### src/rtl/pc_ir_unit.sv
// pc_ir_unit: program counter and instruction register for the multicycle
// MIPS core. Fetches instructions from instruction memory over a req/ack
// handshake and holds the control FSM (via stall) while a fetch is pending.
//
// Ports:
//   clk, rst            clock (rising edge) and asynchronous active-high reset
//   ir_wr               launch an instruction fetch at the current PC
//   pc_write            unconditional PC update
//   pc_write_cond       PC update when the decoded branch is taken
//   pc_source [1:0]     next-PC select: 0 alu_result, 1 alu_out, 2 jump, 3 hold
//   alu_result [31:0]   combinational ALU output (PC+4 path)
//   alu_out [31:0]      registered ALU output (branch target)
//   alu_zero, alu_neg   ALU compare flags for branch decisions
//   imem_rdata [31:0]   instruction memory read data, valid with imem_ack
//   imem_ack            read complete, one-cycle pulse
//   imem_req            read request (registered)
//   imem_addr [31:0]    read address (registered)
//   pc [31:0]           current program counter
//   instruction [31:0]  instruction register
//   stall               fetch outstanding
//   fetch_err           sticky: a fetch timed out
//   misalign_err        sticky: a PC write had nonzero bits [1:0]
module pc_ir_unit #(
    parameter logic [31:0] RESET_PC = 32'h0000_3000,
    parameter int          TIMEOUT  = 16
) (
    input  logic        clk,
    input  logic        rst,
    input  logic        ir_wr,
    input  logic        pc_write,
    input  logic        pc_write_cond,
    input  logic [1:0]  pc_source,
    input  logic [31:0] alu_result,
    input  logic [31:0] alu_out,
    input  logic        alu_zero,
    input  logic        alu_neg,
    input  logic [31:0] imem_rdata,
    input  logic        imem_ack,
    output logic        imem_req,
    output logic [31:0] imem_addr,
    output logic [31:0] pc,
    output logic [31:0] instruction,
    output logic        stall,
    output logic        fetch_err,
    output logic        misalign_err
);

    localparam int            CW       = (TIMEOUT > 2) ? $clog2(TIMEOUT) : 1;
    localparam logic [CW-1:0] CNT_LAST = CW'(TIMEOUT - 1);

    typedef enum logic [0:0] {
        IDLE = 1'b0,
        WAIT = 1'b1
    } state_t;

    state_t        state_r;
    state_t        state_nxt_s;
    logic [CW-1:0] cnt_r;
    logic          launch_s;
    logic          done_s;
    logic          abort_s;
    logic [31:0]   next_pc_s;
    logic          taken_s;
    logic          pc_wr_en_s;

    // Fetch FSM state register
    always_ff @(posedge clk or posedge rst) begin
        if (rst) begin
            state_r <= IDLE;
        end else begin
            state_r <= state_nxt_s;
        end
    end

    // Fetch FSM next-state and launch/complete/abort decode
    always_comb begin
        state_nxt_s = state_r;
        launch_s    = 1'b0;
        done_s      = 1'b0;
        abort_s     = 1'b0;
        case (state_r)
            IDLE: begin
                if (ir_wr) begin
                    launch_s    = 1'b1;
                    state_nxt_s = WAIT;
                end else begin
                    state_nxt_s = IDLE;
                end
            end
            WAIT: begin
                // ir_wr is deliberately ignored here: no queued second fetch
                if (imem_ack) begin
                    done_s      = 1'b1;
                    state_nxt_s = IDLE;
                end else if (cnt_r == CNT_LAST) begin
                    abort_s     = 1'b1;
                    state_nxt_s = IDLE;
                end else begin
                    state_nxt_s = WAIT;
                end
            end
            default: begin
                state_nxt_s = IDLE;
            end
        endcase
    end

    // Fetch datapath: request, address, timeout counter, IR and fetch error
    always_ff @(posedge clk or posedge rst) begin
        if (rst) begin
            imem_req    <= 1'b0;
            imem_addr   <= 32'h0000_0000;
            stall       <= 1'b0;
            cnt_r       <= '0;
            instruction <= 32'h0000_0000;
            fetch_err   <= 1'b0;
        end else if (launch_s) begin
            // Address is the PC before any update accepted on this same edge
            imem_req  <= 1'b1;
            imem_addr <= pc;
            stall     <= 1'b1;
            cnt_r     <= '0;
        end else if (done_s) begin
            imem_req    <= 1'b0;
            stall       <= 1'b0;
            cnt_r       <= '0;
            instruction <= imem_rdata;
        end else if (abort_s) begin
            // Timed-out fetch leaves a nop in the IR
            imem_req    <= 1'b0;
            stall       <= 1'b0;
            cnt_r       <= '0;
            instruction <= 32'h0000_0000;
            fetch_err   <= 1'b1;
        end else if (state_r == WAIT) begin
            cnt_r <= cnt_r + CW'(1);
        end else begin
            cnt_r <= cnt_r;
        end
    end

    // Next-PC source select
    always_comb begin
        next_pc_s = pc;
        case (pc_source)
            2'd0:    next_pc_s = alu_result;
            2'd1:    next_pc_s = alu_out;
            2'd2:    next_pc_s = {pc[31:28], instruction[25:0], 2'b00};
            2'd3:    next_pc_s = pc;
            default: next_pc_s = pc;
        endcase
    end

    // Branch-taken decode from the latched opcode
    always_comb begin
        taken_s = 1'b0;
        case (instruction[31:26])
            6'h04:   taken_s = alu_zero;
            6'h05:   taken_s = ~alu_zero;
            6'h06:   taken_s = alu_neg | alu_zero;
            6'h07:   taken_s = ~alu_neg & ~alu_zero;
            6'h01: begin
                // REGIMM: rt bit 0 (instruction[16]) selects bgez over bltz
                if (instruction[16]) begin
                    taken_s = ~alu_neg;
                end else begin
                    taken_s = alu_neg;
                end
            end
            default: taken_s = 1'b0;
        endcase
    end

    // PC writes are blocked only while a fetch is already outstanding
    assign pc_wr_en_s = ~stall & (pc_write | (pc_write_cond & taken_s));

    // Program counter and misalignment flag
    always_ff @(posedge clk or posedge rst) begin
        if (rst) begin
            pc           <= RESET_PC;
            misalign_err <= 1'b0;
        end else if (pc_wr_en_s) begin
            pc <= {next_pc_s[31:2], 2'b00};
            if (next_pc_s[1:0] != 2'b00) begin
                misalign_err <= 1'b1;
            end
        end
    end

endmodule

### config.mk
export PLATFORM = sky130hd
export DESIGN_NAME = pc_ir_unit
export DESIGN_NICKNAME = d
export VERILOG_FILES = /design/src/rtl/pc_ir_unit.sv
export SDC_FILE = /design/constraint.sdc
export NUM_CORES = 1
export LEC_CHECK = 0
export ABC_AREA = 0
export CAP_MARGIN = 15
export CORE_ASPECT_RATIO = 0.8
export CORE_MARGIN = 2
export CORE_UTILIZATION = 42
export CTS_CLUSTER_SIZE = 12
export DETAILED_ROUTE_END_ITERATION = 8
export PLACE_DENSITY_LB_ADDON = 0.05
export SYNTH_ARGS = -nofsm -noshare
export SYNTH_HDL_FRONTEND = slang
export SYNTH_SLANG_ARGS = --single-unit
export TNS_END_PERCENT = 10
### constraint.sdc
create_clock -name clk -period 4.47 [get_ports clk]
set_input_delay 0.894 -clock clk [delete_from_list [all_inputs] [get_ports clk]]
set_output_delay 0.894 -clock clk [all_outputs]
set_load 0.02 [all_outputs]
==> results of run 1 <==
-- sequential cells by signal, summed over array words and instances, names as in the netlist --
register	flops
cnt_r	4
fetch_err	1
imem_addr	30
instruction	32
misalign_err	1
pc	30
stall	1
state_r	1
-- final cells by class --
cell class	count	area, um2	area share
inverters	4	17.52	0.002566
multi-input cells	242	1778	0.2604
clock buffers	13	240.2	0.03518
flip-flops and latches	100	2505	0.3669
clock inverters	3	65.06	0.009529
repair buffers	207	2047	0.2998
well taps	140	175.2	0.02566
-- cells in the mapped netlist (2+ instances only) --
cell type	number	share of area
buf_6	2	0.0051
a211oi_1	26	0.044
dfrtp_1	98	0.55
nand2_1	3	0.0025
inv_1	4	0.0034
o21ai_1	6	0.0068
a22o_1	35	0.069
nor2_1	29	0.024
a21oi_1	26	0.029
clkbuf_1	25	0.021
xor2_1	2	0.0039
nor2b_1	28	0.039
buf_2	3	0.0034
mux2i_1	4	0.0090
o22a_1	26	0.051
o21a_1	2	0.0034
o21ai_0	5	0.0056
mux2_2	30	0.076
buf_4	5	0.0084
dfstp_2	2	0.012
-- path summary, 6_finish.rpt --
path	slack (ps)	cells after the start	endpoint
worst max-delay path	1480	6	pc[2]
worst min-delay path	470	1	fetch_err
worst max register to register	1930	5	pc[2]
worst min register to register	470	1	fetch_err
max in group asynchronous	2600	3	imem_addr[4]
min in group asynchronous	1080	2	imem_addr[15]
-- metrics by stage --
| stage | instances | hold slack [ps] | total power [W] | cell area [um2] | utilization |
|---|---|---|---|---|---|
| after floorplan | 382 | 479.9 | 0.002177 | 4458 | - |
| after global placement | 693 | 454.4 | 0.002968 | 6523 | 0.6344 |
| after detailed placement | 693 | 456.5 | 0.002994 | 6523 | 0.6344 |
| after CTS | 709 | 474.7 | 0.003812 | 6828 | 0.6641 |
| after global routing | 709 | 497.6 | 0.003958 | 6828 | 0.6641 |
| final | 709 | 466.2 | 0.003772 | 6828 | 0.6641 |
-- layer usage --
metal	GRT usage	vias up	routed length [um]
met5	0	-	0
met4	0.06448	0	120
met3	0.06102	9	762
met2	0.3549	124	5789
met1	0.2872	1836	5749
li1	-	1757	-
-- where the power goes --
group	total [W]	leakage, nW	switching [W]	internal, W
Clock	0.000804	0.148	0.000313	0.000491
Sequential	0.00142	1.17	0.000219	0.00120
Combinational	0.00155	1.45	0.000719	0.000827
-- cells by family after synthesis --
group                    after synthesis  share of synthesized area
AO/OA/AOI/OAI                        135                     0.2271
XOR/XNOR                               2                   0.003940
adder cells (fa/ha/maj)                1                   0.002813
buffers and inverters                 40                    0.04220
flip-flops                           100                     0.5633
multiplexers                          34                    0.08497
other                                  1                  0.0008433
AND/OR/NAND/NOR                       66                    0.07485
==> results.md, run 1 <==
- Vias: 3726
- CP Launch Type: primary input
- Initial DRC Count: 213
- Die ar.: 0.01143 mm2
- Die Wd: 119.0 um
- Synth Register Bits: 100
- Period utilization: 0.6699
- TritonCTS clock tree: built
- Post-Syn Area: 0.004447 mm2
- Synth async-reset ratio: 1.000
- Final hold vios: 0
- Syn avg cell area: 11.73 um2
- DRC Markers: 0
- Main synth FF type: dfrtp_1
- Post-CTS Setup Bufs: 0
- Filler cells: 810
- First-pass GRT wire length: 19080 um
- Initial Utilization: 0.4325
- Vias in the first global route: 3649
- Ys Warns: 0
- DR WL/cell: 17.52 um
- Largest net degree at the start of global routing: 73
- Grt ovf: 0
- Clock Tree Buf Depth: 2
- Crit path required time: 4750 ps
- CP max FO: 32
- Layout cell share with drive strength beyond 1: 0.1002
- PnR worst setup slack: 1475 ps
- Outcome: finished, final reports clean
- Initial antenna violation count: 0
- Distinct cells, synth: 38
- Leak: 2.759 nW
- Buf/Inv on CP: 1
- Max-capacitance violation count: 0
- First-pass DRT Iterations: 4
- Crit path time final: 2995 ps
- Worst-Margin Slew: 1045 ps
- Vias/cell: 5.255
- Post-route antenna net violation count: 0
- Worst path top cell family by delay: compound AO/OA/AOI/OAI gates
- Clock skew: 7.655 ps
- Routability Congestion: 0.8011
- Hold crit path type: flop to flop
- Row cnt: 33
- Syn-to-layout area delta: 53.55%
- Crit. End Element: flop
- Reg-to-reg startpoint: stall
- Pwr dens: 552.5 mW/mm2
- Crit path from: alu_neg
- # setup viols final: 0
- TNS Setup: 0 ps
- Max Fclk: 333.9 MHz
- Final nets: 671
- Clock transition at path regs: 60 ps
- Core area: 0.01028 mm2
- Unrepaired setup endpoints after global routing: no
- Critical-path cell list: clkdlybuf4s50_1, xor2_1, o22ai_1, o32a_2, a21oi_4, o22a_1
- Slew Viols, Final: 0
- Final HPWL DP: 8797 um
- Worst skew pair latency: 340 ps
- Most frequent cells in the layout: clkdlybuf4s50_1 (199), dfrtp_1 (98), a22o_1 (35)
- Commonest non-fill, non-tap cell in the layout: clkdlybuf4s50_1
- EDFF count, synth: 0
- Clock tree sinks: 100
- GRT Util Overall: 0.2177
- Slowest-stage cell, CP: a21oi_4
- Hold Buf Count CTS: 0
- I/O pin cnt: 206
- Crit path kind: primary input to flop
- Number of H-tree levels: 3
- Mapped Cells: 379
- Max stage delay on crit path: 730 ps
- Sequential element share of the synthesized area: 0.5633
- Total Wirelength: 12420 um
- Critical Path AT: 3270 ps
- Post-cts sizing count: 0
- Root Buffer: clkbuf_16
- Die H: 96.03 um
- Dpl ws: 1133 ps
- Total CTS buffers: 9
- Min-delay src: fetch_err
- Diode count: 0
- Number of port buffers: 201
- Max-slew headroom: 0.3036
- Peak supply drop: 0.2521 mV
Note: power is estimated with default switching activity, not from simulation.
==> run 2, diff against run 1 <==
- CORE_UTILIZATION: 42 -> 37
- clock period: 4.47 -> 2.6 ns (I/O delays scaled with it)
==> results.md, run 2 (synthesis gave the netlist of run 1 again) <==
- Clock tree sinks: 100 (unchanged)
- Worst skew pair latency: 340 ps (about the same)
- Worst-Margin Slew: 567.5 ps (-477.0 ps)
- # setup viols final: 0 (unchanged)
- Area of placed instances: 0.006631 mm2 (+1.7%)
- Crit path time final: 2018 ps
- Cell Count, Final, Fillers Out: 723 (+2.0%)
- First-pass DRT Iterations: 4 (unchanged)
- Final Cell Area: 0.006939 mm2 (+1.6%)
- Final nets: 678 (+1.0%)
- Clock Tree Buf Depth: 2 (unchanged)
- Min Hold Slack: 466.7 ps (+0.5570 ps)
- Layout cell share with drive strength beyond 1: 0.1130 (+0.01287)
- Clock skew: 5.283 ps (-2.372 ps)
- Vias/cell: 5.138 (-2.2%)
- Die H: 102.1 um (+6.3%)
- Routability Congestion: 0.8146 (+1.7%)
- Min-delay src: fetch_err
- Initial DRC Count: 173 (-19%)
- Outcome: finished, final reports clean
- Filler cells: 997 (+23%)
- CP Launch Type: flop
- Core area: 0.01160 mm2 (+13%)
- Crit. End Element: output port
- CP max FO: 3 (-91%)
- Vias in the first global route: 3795 (+4.0%)
- TNS Setup: 0 ps (unchanged)
- Initial Utilization: 0.3832 (-0.04934)
- Number of port buffers: 201 (unchanged)
- Largest net degree at the start of global routing: 101 (+38%)
- Final hold vios: 0 (unchanged)
- Clock transition at path regs: 60 ps (about the same)
- Diode count: 0 (unchanged)
- Pwr dens: 944.8 mW/mm2 (+71%)
- R2R depth: 6 (+1)
- Reg-to-reg startpoint: stall
- FF-to-FF End: pc[11]
- Max stage delay on crit path: 610 ps (-120 ps)
- Post-CTS Setup Bufs: 0 (unchanged)
- Unrepaired setup endpoints after global routing: no
- Slew Viols, Final: 0 (unchanged)
- Top reg by flops: instruction
- Most frequent cells in the layout: clkdlybuf4s50_1 (199), dfrtp_1 (98), a22o_1 (35)
- DR WL/cell: 18.05 um (+3.0%)
- Crit path kind: flop to output port
- Commonest non-fill, non-tap cell in the layout: clkdlybuf4s50_1
- GRT Util Overall: 0.2022 (-0.01556)
- Critical-path cell list: clkdlybuf4s50_1
- Crit path required time: 2080 ps (-2670 ps)
- Final HPWL DP: 9717 um (+10%)
- Total CTS buffers: 9 (unchanged)
- Slowest-stage cell, CP: clkdlybuf4s50_1
- Max-capacitance violation count: 0 (unchanged)
- Max-slew headroom: 0.6217 (+0.3180)
- Period utilization: 0.7763
- I/O pin cnt: 206 (unchanged)
- Max Fclk: 495.4 MHz
- Hold crit path type: flop to flop
- Number of H-tree levels: 3 (unchanged)
- Root Buffer: clkbuf_16
- Initial antenna violation count: 0 (unchanged)
- First-pass GRT wire length: 20350 um (+6.7%)
- Grt ovf: 0 (unchanged)
- Worst path top cell family by delay: buffers and inverters
- Post-cts sizing count: 0 (unchanged)
- Syn-to-layout area delta: 56.05%
- TritonCTS clock tree: built
- Critical Path AT: 1500 ps (-1770 ps)
- Die Wd: 126.6 um (+6.3%)
- Vias: 3715 (-0.30%)
- Core Util, Final: 0.5980 (-0.06616)
- Max FFs per register: 32 (unchanged)
- Row cnt: 35 (+6.1%)
- WHS Path Cells: 1 (unchanged)
- R2R setup slack: 680 ps (-1250 ps)
- Hold EP: fetch_err
- DRC Markers: 0 (unchanged)
- Total Wirelength: 13050 um (+5.0%)
- Regs by FF count: instruction (32), imem_addr (30), pc (30)
- Peak supply drop: 0.4274 mV (+70%)
- Post-route antenna net violation count: 0 (unchanged)
- Cells after DPL: 708 (+2.2%)
- Buf/Inv on CP: 1 (unchanged)
- Leak: 2.797 nW (+1.4%)
- Hold Buf Count CTS: 0 (unchanged)
- Die ar.: 0.01292 mm2 (+13%)
==> run 2: changes by cell type in the layout (fill, tap and decap cells not counted) <==
cell,change
buf_12,+3
clkbuf_1,-2
o21ai_2,-1
clkinvlp_4,+3
clkinv_2,-1
inv_4,-1
buf_4,+4
o21ai_4,+1
==> run 2: worst max path at each step <==
stage	slack (ps)	cells past startpoint	endpoint	start
5_1_grt	490	7	pc[30]	alu_neg
3_5_place_dp	270	7	pc[11]	alu_neg
3_3_place_gp	290	7	pc[2]	alu_neg
6_report	580	1	pc[13]	pc[13]
2_1_floorplan	810	6	pc[2]	stall
4_1_cts	560	1	pc[13]	pc[13]
==> run 2: area by class of cell <==
type                    instances  area, um2  area share
inverters                       4      18.77    0.002705
clock buffers                  11      232.7     0.03354
repair buffers                214       2137      0.3080
clock inverters                 4      75.07     0.01082
well taps                     148      185.2     0.02669
flip-flops and latches        100       2505      0.3610
multi-input cells             242       1785      0.2573
==> run 2: stage by stage <==
step / setup WS [ps] / power (W)
after floorplan: 810.9 / 0.003743
after global placement: 293.0 / 0.005158
after detailed placement: 271.9 / 0.005226
after CTS: 564.7 / 0.006642
after global routing: 491.5 / 0.006892
final: 581.6 / 0.006556
==> run 2: worst register-to-register path: stages (launching register included) <==
cell     delay (ps)
dfrtp_1         440
nor4_1          310
nand2_1          80
o32a_2          460
a21oi_4         140
buf_4           250
o22a_1          170
==> run 2: metal layers <==
metal,share of wire,vias up,global-route usage
met2,0.46,120,0.3188
met3,0.070,14,0.06178
met5,0,-,0
met1,0.45,1807,0.2725
met4,0.015,0,0.05917
li1,-,1774,-
==> run 2: report_power, final <==
group	total, W	switching [W]	internal [W]
clock	0.00139	0.000551	0.000839
sequential	0.00247	0.000400	0.00207
combinational	0.00269	0.00125	0.00145
